<file path="config.mk">
export PLATFORM = sky130hd
export DESIGN_NAME = avst_to_axis
export DESIGN_NICKNAME = d
export VERILOG_FILES = /design/src/rtl/axis_pkg.sv /design/src/rtl/avst_skid_fifo.sv /design/src/rtl/avst_to_axis.sv
export SDC_FILE = /design/constraint.sdc
export NUM_CORES = 2
export LEC_CHECK = 0
export CELL_PAD_IN_SITES_DETAIL_PLACEMENT = 1
export CELL_PAD_IN_SITES_GLOBAL_PLACEMENT = 1
export CORE_ASPECT_RATIO = 0.5
export CORE_UTILIZATION = 52
export CTS_CLUSTER_SIZE = 40
export DETAILED_ROUTE_END_ITERATION = 10
export HOLD_SLACK_MARGIN = 0.06
export MAX_ROUTING_LAYER = met4
export PLACE_DENSITY = 0.9
export SYNTH_ARGS = -nofsm -noshare
export SYNTH_HDL_FRONTEND = slang
export SYNTH_HIERARCHICAL = 1
export SYNTH_SLANG_ARGS = --single-unit
</file>
<file path="constraint.sdc">
create_clock -name clk -period 43.5 [get_ports clk]
set_clock_uncertainty 0.1 [all_clocks]
set_input_delay 8.7 -clock clk [delete_from_list [all_inputs] [get_ports clk]]
set_output_delay 8.7 -clock clk [all_outputs]
set_load 0.01 [all_outputs]
</file>
<file path="src/rtl/axis_pkg.sv">
// rtl/axis_pkg.sv - shared AVST/AXIS lane helpers and framing-state type
package axis_pkg;

  typedef enum logic [1:0] {
    ST_IDLE   = 2'd0,
    ST_IN_PKT = 2'd1,
    ST_DROP   = 2'd2
  } frame_state_t;

  // Avalon carries the first symbol in the MSBs; AXIS carries it in byte 0.
  function automatic int swap_lane(input int lane, input int nbytes);
    return nbytes - 1 - lane;
  endfunction

  // Lane j of (all-ones >> empty); invalid lanes land at the high end.
  function automatic logic keep_lane(input int lane, input int empty, input int nbytes,
                                     input logic last);
    return !last || (lane < (nbytes - empty));
  endfunction

endpackage

</file>
<file path="src/rtl/avst_skid_fifo.sv">
// rtl/avst_skid_fifo.sv - register-based sync FIFO absorbing the source ready latency
module avst_skid_fifo #(
  parameter int WIDTH = 8,
  parameter int DEPTH = 4
) (
  input  logic                     clk,
  input  logic                     rst,
  input  logic                     push,
  input  logic [WIDTH-1:0]         din,
  input  logic                     pop,
  output logic [WIDTH-1:0]         dout,
  output logic                     full,
  output logic                     empty,
  output logic [$clog2(DEPTH):0]   count
);
  localparam int AW = $clog2(DEPTH);
  localparam logic [AW:0] FULL_CNT = (AW+1)'(DEPTH);

  logic [WIDTH-1:0] r_mem [DEPTH];
  logic [AW-1:0]    r_wr_ptr;
  logic [AW-1:0]    r_rd_ptr;
  logic [AW:0]      r_count;
  logic             w_do_push;
  logic             w_do_pop;

  assign full      = (r_count == FULL_CNT);
  assign empty     = (r_count == '0);
  assign count     = r_count;
  assign dout      = r_mem[r_rd_ptr];
  assign w_do_push = push && !full;
  assign w_do_pop  = pop && !empty;

  always_ff @(posedge clk) begin
    if (rst) begin
      r_wr_ptr <= '0;
      r_rd_ptr <= '0;
      r_count  <= '0;
    end else begin
      if (w_do_push) r_wr_ptr <= r_wr_ptr + 1'b1;
      if (w_do_pop)  r_rd_ptr <= r_rd_ptr + 1'b1;
      case ({w_do_push, w_do_pop})
        2'b10:   r_count <= r_count + 1'b1;
        2'b01:   r_count <= r_count - 1'b1;
        default: r_count <= r_count;
      endcase
    end
  end

  always_ff @(posedge clk) begin
    if (w_do_push) r_mem[r_wr_ptr] <= din;
  end

endmodule

</file>
<file path="src/rtl/avst_to_axis.sv">
// rtl/avst_to_axis.sv - Avalon-ST RX to AXI4-Stream converter with skid buffer.
// Define AVST_TO_AXIS_FRAME_CHECK_EN to enable the framing checker and frame_err.
module avst_to_axis
  import axis_pkg::*;
#(
  parameter int DWIDTH        = 512,
  parameter int USER_WIDTH    = 1,
  parameter int ERR_WIDTH     = 1,
  parameter int READY_LATENCY = 0,
  parameter int DEPTH         = 4,
  localparam int KEEP_WIDTH   = DWIDTH / 8,
  localparam int EMPTY_MSB    = $clog2(KEEP_WIDTH)
) (
  input  logic                  clk,
  input  logic                  rst,
  input  logic                  avst_valid,
  input  logic                  avst_start,
  input  logic                  avst_end,
  input  logic [DWIDTH-1:0]     avst_data,
  input  logic [EMPTY_MSB-1:0]  avst_empty,
  input  logic [ERR_WIDTH-1:0]  avst_error,
  output logic                  avst_ready,
  output logic                  axis_tvalid,
  output logic [DWIDTH-1:0]     axis_tdata,
  output logic                  axis_tlast,
  output logic [USER_WIDTH-1:0] axis_tuser,
  output logic [KEEP_WIDTH-1:0] axis_tkeep,
  input  logic                  axis_tready,
  output logic                  frame_err,
  output logic                  overflow
);
  localparam int FW = DWIDTH + KEEP_WIDTH + 2;
  localparam int CW = $clog2(DEPTH) + 1;
  localparam logic [CW-1:0] READY_THRESH = CW'(DEPTH - READY_LATENCY - 1);

  logic [DWIDTH-1:0]     w_swap;
  logic [KEEP_WIDTH-1:0] w_keep;
  logic [KEEP_WIDTH-1:0] w_keep_sel;
  logic                  w_last;
  logic                  w_err;
  logic                  w_write;
  logic                  w_ferr;
  logic                  w_capture;
  logic                  w_full;
  logic                  w_empty;
  logic                  w_pop;
  logic [CW-1:0]         w_count;
  logic [FW-1:0]         w_dout;
  logic                  r_rdy_en;
  logic                  r_ovf;
  logic                  r_ferr;

  for (genvar j = 0; j < KEEP_WIDTH; j++) begin : g_lane
    assign w_swap[8*j +: 8] = avst_data[8*swap_lane(j, KEEP_WIDTH) +: 8];
    assign w_keep[j]        = keep_lane(j, int'(avst_empty), KEEP_WIDTH, avst_end);
  end

  // The source may keep sending after ready drops, so valid alone means capture.
  assign w_capture = avst_valid && !w_full;

`ifdef AVST_TO_AXIS_FRAME_CHECK_EN
  frame_state_t r_state;
  frame_state_t w_state_nxt;

  always_comb begin
    w_write     = 1'b0;
    w_ferr      = 1'b0;
    w_last      = avst_end;
    w_err       = avst_end && (|avst_error);
    w_keep_sel  = w_keep;
    w_state_nxt = r_state;
    if (w_capture) begin
      if (r_state == ST_IN_PKT) begin
        w_write = 1'b1;
        if (avst_start) begin
          // A new start closes the open packet as an errored full beat.
          w_last      = 1'b1;
          w_err       = 1'b1;
          w_keep_sel  = '1;
          w_ferr      = 1'b1;
          w_state_nxt = avst_end ? ST_IDLE : ST_DROP;
        end else if (avst_end) begin
          w_state_nxt = ST_IDLE;
        end
      end else if (avst_start) begin
        w_write     = 1'b1;
        w_state_nxt = avst_end ? ST_IDLE : ST_IN_PKT;
      end else begin
        w_ferr      = (r_state == ST_IDLE);
        w_state_nxt = avst_end ? ST_IDLE : ST_DROP;
      end
    end
  end

  always_ff @(posedge clk) begin
    if (rst) r_state <= ST_IDLE;
    else     r_state <= w_state_nxt;
  end
`else
  logic w_unused_start;
  assign w_unused_start = avst_start;
  assign w_write        = w_capture;
  assign w_ferr         = 1'b0;
  assign w_last         = avst_end;
  assign w_err          = avst_end && (|avst_error);
  assign w_keep_sel     = w_keep;
`endif

  avst_skid_fifo #(
    .WIDTH (FW),
    .DEPTH (DEPTH)
  ) u_fifo (
    .clk   (clk),
    .rst   (rst),
    .push  (w_write),
    .din   ({w_last, w_err, w_keep_sel, w_swap}),
    .pop   (w_pop),
    .dout  (w_dout),
    .full  (w_full),
    .empty (w_empty),
    .count (w_count)
  );

  assign w_pop       = axis_tvalid && axis_tready;
  assign axis_tvalid = !w_empty;
  assign axis_tdata  = w_dout[DWIDTH-1:0];
  assign axis_tkeep  = w_dout[DWIDTH +: KEEP_WIDTH];
  assign axis_tlast  = w_dout[FW-1];

  always_comb begin
    axis_tuser    = '0;
    axis_tuser[0] = w_dout[FW-2];
  end

  assign avst_ready = r_rdy_en && (w_count < READY_THRESH);
  assign overflow   = r_ovf;
  assign frame_err  = r_ferr;

  always_ff @(posedge clk) begin
    if (rst) begin
      r_rdy_en <= 1'b0;
      r_ovf    <= 1'b0;
      r_ferr   <= 1'b0;
    end else begin
      r_rdy_en <= 1'b1;
      r_ovf    <= avst_valid && w_full;
      r_ferr   <= w_ferr;
    end
  end

endmodule

</file>
Word-level counts from Yosys, hierarchy flattened
Memories as Yosys holds them, arrays and structs flattened. A register that Yosys moved wholly into a read port is not among the register bits.
Index checks and enable logic that the tools add are counted.
{"block": "op_classes", "n_eq_ne": 3, "addsub": 5, "magnitude_cmp": 65, "reduce_logical": 76, "n_mux": 6}
{"op": "< comparator 7 x 8 -> 1 bit (first input constant)", "n": 32}
{"op": "< comparator 6 x 8 -> 1 bit (first input constant)", "n": 16}
{"op": "logical OR 1 bit", "n": 64}
{"op": "< comparator 5 x 8 -> 1 bit (first input constant)", "n": 8}
{"op": "< comparator 4 x 8 -> 1 bit (first input constant)", "n": 4}
{"op": "< comparator 3 x 8 -> 1 bit (first input constant)", "n": 2}
{"op": "< comparator 1 x 8 -> 1 bit (first input constant)", "n": 1}
{"op": "< comparator 2 x 8 -> 1 bit (first input constant)", "n": 1}
{"op": "subtractor 7 x 6 -> 8 bit (first input constant)", "n": 1}
{"op": "logical AND 1 bit", "n": 7}
{"op": "one-hot mux 3 bit (2 select lines)", "n": 1}
{"op": "adder 2 x 1 -> 2 bit (second input constant)", "n": 2}
{"op": "2-to-1 mux 2 bit", "n": 2}
{"op": "adder 3 x 1 -> 3 bit (second input constant)", "n": 1}
{"op": "== test 3 bit (second input constant)", "n": 1}
{"op": "zero test 1 bit", "n": 3}
{"op": "zero test 3 bit", "n": 1}
{"op": "< comparator 3 x 2 -> 1 bit (second input constant)", "n": 1}
{"op": "2-to-1 mux 1 bit", "n": 3}
{"op": "subtractor 3 x 1 -> 3 bit (second input constant)", "n": 1}
{"op": "== test 2 x 1 -> 1 bit (second input constant)", "n": 1}
{"op": "== test 2 bit (second input constant)", "n": 1}
{"op": "nonzero test 2 bit", "n": 1}
{"block": "totals", "memories": 1, "out_inout_bits": 582, "wordCells": 161, "inputBits": 525, "ramBits": 2312, "register_bits": 9}
{"memory": "u_fifo.r_mem", "depth": 4, "width": 578, "read_ports": 1, "rd_clocked_by_memory_dff": 1, "wr": 1, "line_no": "avst_skid_fifo.sv:19", "source": "logic [WIDTH-1:0] r_mem [DEPTH];"}

Depth between registers and ports, before layout
{"block": "depth", "word_depth": 6, "mapped_depth": 11, "mapped_depth_nobuf": 11}

Modules after synthesis
The synthesis kept the hierarchy.
{"mod": "avst_skid_fifo", "cells_each": 3072, "area_per_inst_um2": 83670.2, "seq_area_each_um2": 69606.8, "n_inst": 1}
{"mod": "avst_to_axis", "cells_each": 175, "area_per_inst_um2": 1019.7, "seq_area_each_um2": 40.0, "n_inst": 1}

Worst setup path after synthesis
OpenSTA, ideal clock, no wires.
{"block": "synth_path", "kind": "input -> register", "startpoint": "input port avst_valid", "endpoint": "memory u_fifo/r_mem[0][0] (netlist name) (enable)", "path_buffers": 0, "cell_stages": 4, "setup_time_ps": 1019, "arrival_ps": 22182, "setup_slack_ps": 20199, "required_ps": 42381, "path_cell_list": "nor2b_1 -> inv_1 -> nor2_1 -> and2_1"}
{"block": "synth_via", "elab_chain_len": 4}
{"item": "start, declared", "line_no": "avst_to_axis.sv:16", "source": "input logic avst_valid,"}
{"item": "logical AND 1 bit", "line_no": "avst_to_axis.sv:59", "source": "assign w_capture = avst_valid && !w_full;"}
{"item": "logical AND 1 bit", "line_no": "avst_skid_fifo.sv:30", "source": "assign w_do_push = push && !full;"}
{"item": "2-to-1 mux 1 bit", "line_no": "avst_skid_fifo.sv:50", "source": "if (w_do_push) r_mem[r_wr_ptr] <= din;"}
{"item": "2-to-1 mux 1 bit (implied by the code)", "line_no": "avst_skid_fifo.sv:50"}
{"item": "end, declared", "line_no": "avst_skid_fifo.sv:19"}
No other way between the ends.

==> impl_summary.log <==
[metrics] outcome: finished with violations
[metrics] failing checks: design-rule violations
[metrics] sum of net half-perimeters after detailed placement: 168.6 mm
[metrics] CP arrival: 6.60 ns
[metrics] Avg Synthesized Cell Area: 26.08 µm²
[metrics] insertion delay of the later-clocked pin in the worst-skew pair: 0.84 ns
[metrics] switching power share of the total: 27.07%
[metrics] hold bufs inserted after CTS: 0
[metrics] via count of the first global-routing pass: 44870
[metrics] dominant combinational cell family by area after synthesis: multiplexers
[metrics] area growth from synthesis to layout: 23.41%
[metrics] mux contribution to synthesized area: 15.44%
[metrics] drt drc: 60
[metrics] time the worst path needs with I/O delays and setup: 15.40 ns
[metrics] top-level port count: 1107
[metrics] met3 usage in global routing: 7.751%
[metrics] 1st-iter DRT viols: 5008
[metrics] drt wl/cell: 38.07 µm
[metrics] Gate power share: 22.1%
[metrics] final setup violation count: 0
[metrics] post-detailed-route count of antenna-violating nets: 0
[metrics] headroom to the max-slew limit: 20.58%
[metrics] Reg power frac: 47.6%
[metrics] ys flop type: edfxtp_1
[metrics] kind of start point of the critical path: flip-flop
[metrics] power dissipated by switching net loads: 1.577 mW
[metrics] synthesized area: 0.08469 mm²
[metrics] ordered list of cells on the worst path: buf_4, buf_12, buf_4, buf_4, mux4_2, clkdlybuf4s50_1
[metrics] Setup Total Neg Slack: 0 ns
[metrics] GRT Util Overall: 32.12%
[metrics] biggest area consumer among synthesized cells: edfxtp_1
[metrics] final weighted congestion of routability-driven global placement: 0.8975
[metrics] GR Layer Usage met1: 35.33%
[metrics] share of power burned in the clock network: 30.3%
[metrics] proportion of synthesized chip area in sequential cells: 82.24%
[metrics] number of core rows: 104
[metrics] peak per-stage delay on the critical path: 0.88 ns
[metrics] Die ar.: 0.1646 mm²
[metrics] Vias/cell: 6.220
[metrics] count of clock tree sinks: 2323
[metrics] die outline height: 287.4 µm
[metrics] largest cells by area after synthesis: edfxtp_1, mux4_2, buf_4
[metrics] compound-cell area share of the yosys netlist: 0.4609%
[metrics] top post-synthesis cells by count: edfxtp_1, mux4_2, buf_2, buf_4, clkbuf_1
[metrics] ys async rst share: 0%
[metrics] areal power density over the cells: 55.73 mW/mm²
[metrics] DR pass1 iterations: 8
[metrics] slew at the pin with the worst max-slew slack: 1.191 ns
[metrics] area share of the leading cell type in the synthesized netlist: 81.98%
[metrics] Total Routed Length: 262.6 mm
[metrics] overall die width: 572.7 µm
[metrics] Lkg Pwr: 32.19 nW
[metrics] clock root cell: clkbuf_16
[metrics] largest fanout on the critical path: 99
[metrics] fraction of final layout cells with drive strength greater than 1: 20.03%
[metrics] CP Buf/Inv Count: 5
[metrics] met2 Usage GRT: 53.26%
[metrics] fraction of the cycle the final worst path needs: 35.39%
[metrics] CTS tree: done
[metrics] nature of the critical path endpoint: output pin
[metrics] highest clock rate: 64.95 MHz
[metrics] Post-Synthesis Cells: 3247
[metrics] grt peak-use layer: met2
[metrics] number of synthesized flops with an enable pin: 2312
[metrics] max-cap viol count: 0
[metrics] clock transition at the registers of the reported paths: 0.07 ns
[metrics] Final Hold Vio Count: 0
[metrics] Post-Synth XOR/XNOR Area: 0.08126%
[metrics] warnings from Yosys: 6
[metrics] peak supply drop: 0.04329 mV
[metrics] class of the most critical hold timing path: reg -> reg
[metrics] number of buffers added for setup after CTS: 0
[metrics] most common cell in the netlist: edfxtp_1
[metrics] library cells used by synthesis: 45
[metrics] family with the most delay on the worst path: buffers and inverters
[metrics] largest net degree at the start of global routing: 141
[metrics] number of antenna violations at the first check in global routing: 111
[metrics] adder and majority gate portion of the synthesized area: 0.1271%
[metrics] unrepaired setup endpoints after global routing: no
[metrics] maximum buffer depth of the clock tree: 4
[metrics] internal cell power: 4.248 mW
[metrics] final cell area excluding filler cells: 0.1045 mm²
[metrics] crit path max-delay cell type: buf_4
[metrics] Remaining Overflow, GRT: 0
[metrics] start-to-end type of the worst setup path: reg -> out
[metrics] # resized after CTS: 0
[metrics] Placed Instance Area: 0.09810 mm²
[metrics] global-route wire length before repair: 354.3 mm
[metrics] number of register bits inferred by synthesis: 2323
[metrics] CP Data Required Time: 34.70 ns
[metrics] effective utilization at floorplan: 52.53%
[metrics] buffers added on ports: 1104
[metrics] placeable core region: 0.1612 mm²
[metrics] Most Frequent Cell on Critical Path: buf_4
[metrics] TritonCTS Buffers: 200
[metrics] total via count after detailed routing: 42910
[metrics] total number of H-tree levels: 4
[metrics] synthesized-area fraction occupied by and/or/nand/nor cells: 0.5511%
[metrics] Net Count, Synth: 3780
[metrics] number of max-slew violations in the final report: 0
[metrics] Final Net Count: 4990
-- power groups by stage --
stage	logic [mW]	clock network (mW)	registers [mW]
6_report	1.29	1.77	2.77
5_1_grt	1.32	1.85	2.78
4_1_cts	1.29	1.79	2.77
3_5_place_dp	1.27	0	2.81
3_3_place_gp	1.23	0	2.78
2_1_floorplan	0.609	0	2.91
-- area by class of cell --
type                            count  area, µm²
Fill cell                       12740      56700
Inverter                           20      75.07
Sequential cell                  2323      69650
Clock buffer                      249       5284
Timing Repair Buffer             1156      11530
Antenna cell                      113      282.8
Multi-Input combinational cell    756      14120
Tap cell                         2173       2719
Clock inverter                    109      855.8
-- tightest hold or removal path: stages (launching register included) --
cell and delay, ns:
dfxtp_1 0.35, nand2b_1 0.08, mux2i_1 0.06
-- cells in the final DEF, fill, tap and decap left out, types with 3 or more instances in the layout --
cell type / n
a21oi_1: 32
a22oi_1: 3
a31oi_1: 9
and2_1: 6
and2_4: 5
and3_1: 3
buf_12: 7
buf_4: 45
bufinv_16: 12
clkbuf_1: 44
clkbuf_16: 204
clkdlybuf4s50_1: 1104
clkinv_1: 39
clkinv_2: 44
clkinvlp_4: 7
dfxtp_1: 9
diode_2: 113
edfxtp_1: 2312
ha_1: 7
inv_1: 19
inv_6: 4
mux2i_1: 3
mux4_2: 578
nand2_1: 26
nand2b_1: 4
nand3_1: 4
nor2_1: 17
nor2b_1: 7
nor3_1: 4
nor3b_1: 3
o21ai_0: 14
o31ai_1: 4
or2_2: 4
or3_1: 3
xor2_1: 5
-- per-stage QoR --
stage / hold WS [ns] / setup slack [ns] / std cells / utilization, % / power (mW)
floorplan: 0.3591 / 20.20 / 3247 / - / 3.523
global placement: 0.3773 / 28.87 / 6428 / 60.85 / 4.005
detailed placement: 0.4136 / 28.84 / 6428 / 60.85 / 4.080
CTS: 0.4381 / 27.86 / 6786 / 64.65 / 5.847
global route: 0.4756 / 27.45 / 6895 / 64.82 / 5.949
finish: 0.4351 / 28.10 / 6899 / 64.83 / 5.824
-- worst paths after layout --
path | from | endpoint | slack (ns) | cells after the start
setup reg to reg | u_fifo/count[1] | u_fifo/r_mem[3][473] | 37.99 | 8
setup / recovery | flip-flop | axis_tdata[287] | 28.10 | 6
hold reg to reg | u_fifo/r_wr_ptr[1] | u_fifo/r_wr_ptr[1] | 0.44 | 2
hold / removal | u_fifo/r_wr_ptr[1] | u_fifo/r_wr_ptr[1] | 0.44 | 2
-- registers in the layout (all words and copies together), names as in the netlist, named ones only --
signal,count
u_fifo/r_rd_ptr,2
u_fifo/r_wr_ptr,2
u_fifo/count,3
r_rdy_en,1
overflow,1
u_fifo/r_mem,2312
-- cell families after synthesis --
logic type      after synthesis
flops                      2323
mux                         583
buf+inv                     168
simple gates                 89
compound gates               68
fa+ha+maj                     8
xor+xnor                      7
other cells                   1
-- routing by layer --
layer,vias up,wire (µm)
met5,-,0
met4,0,18160
met3,764,20660
met2,2708,136700
met1,22880,87060
li1,16560,-
Note: power is estimated with default switching activity, not from simulation.
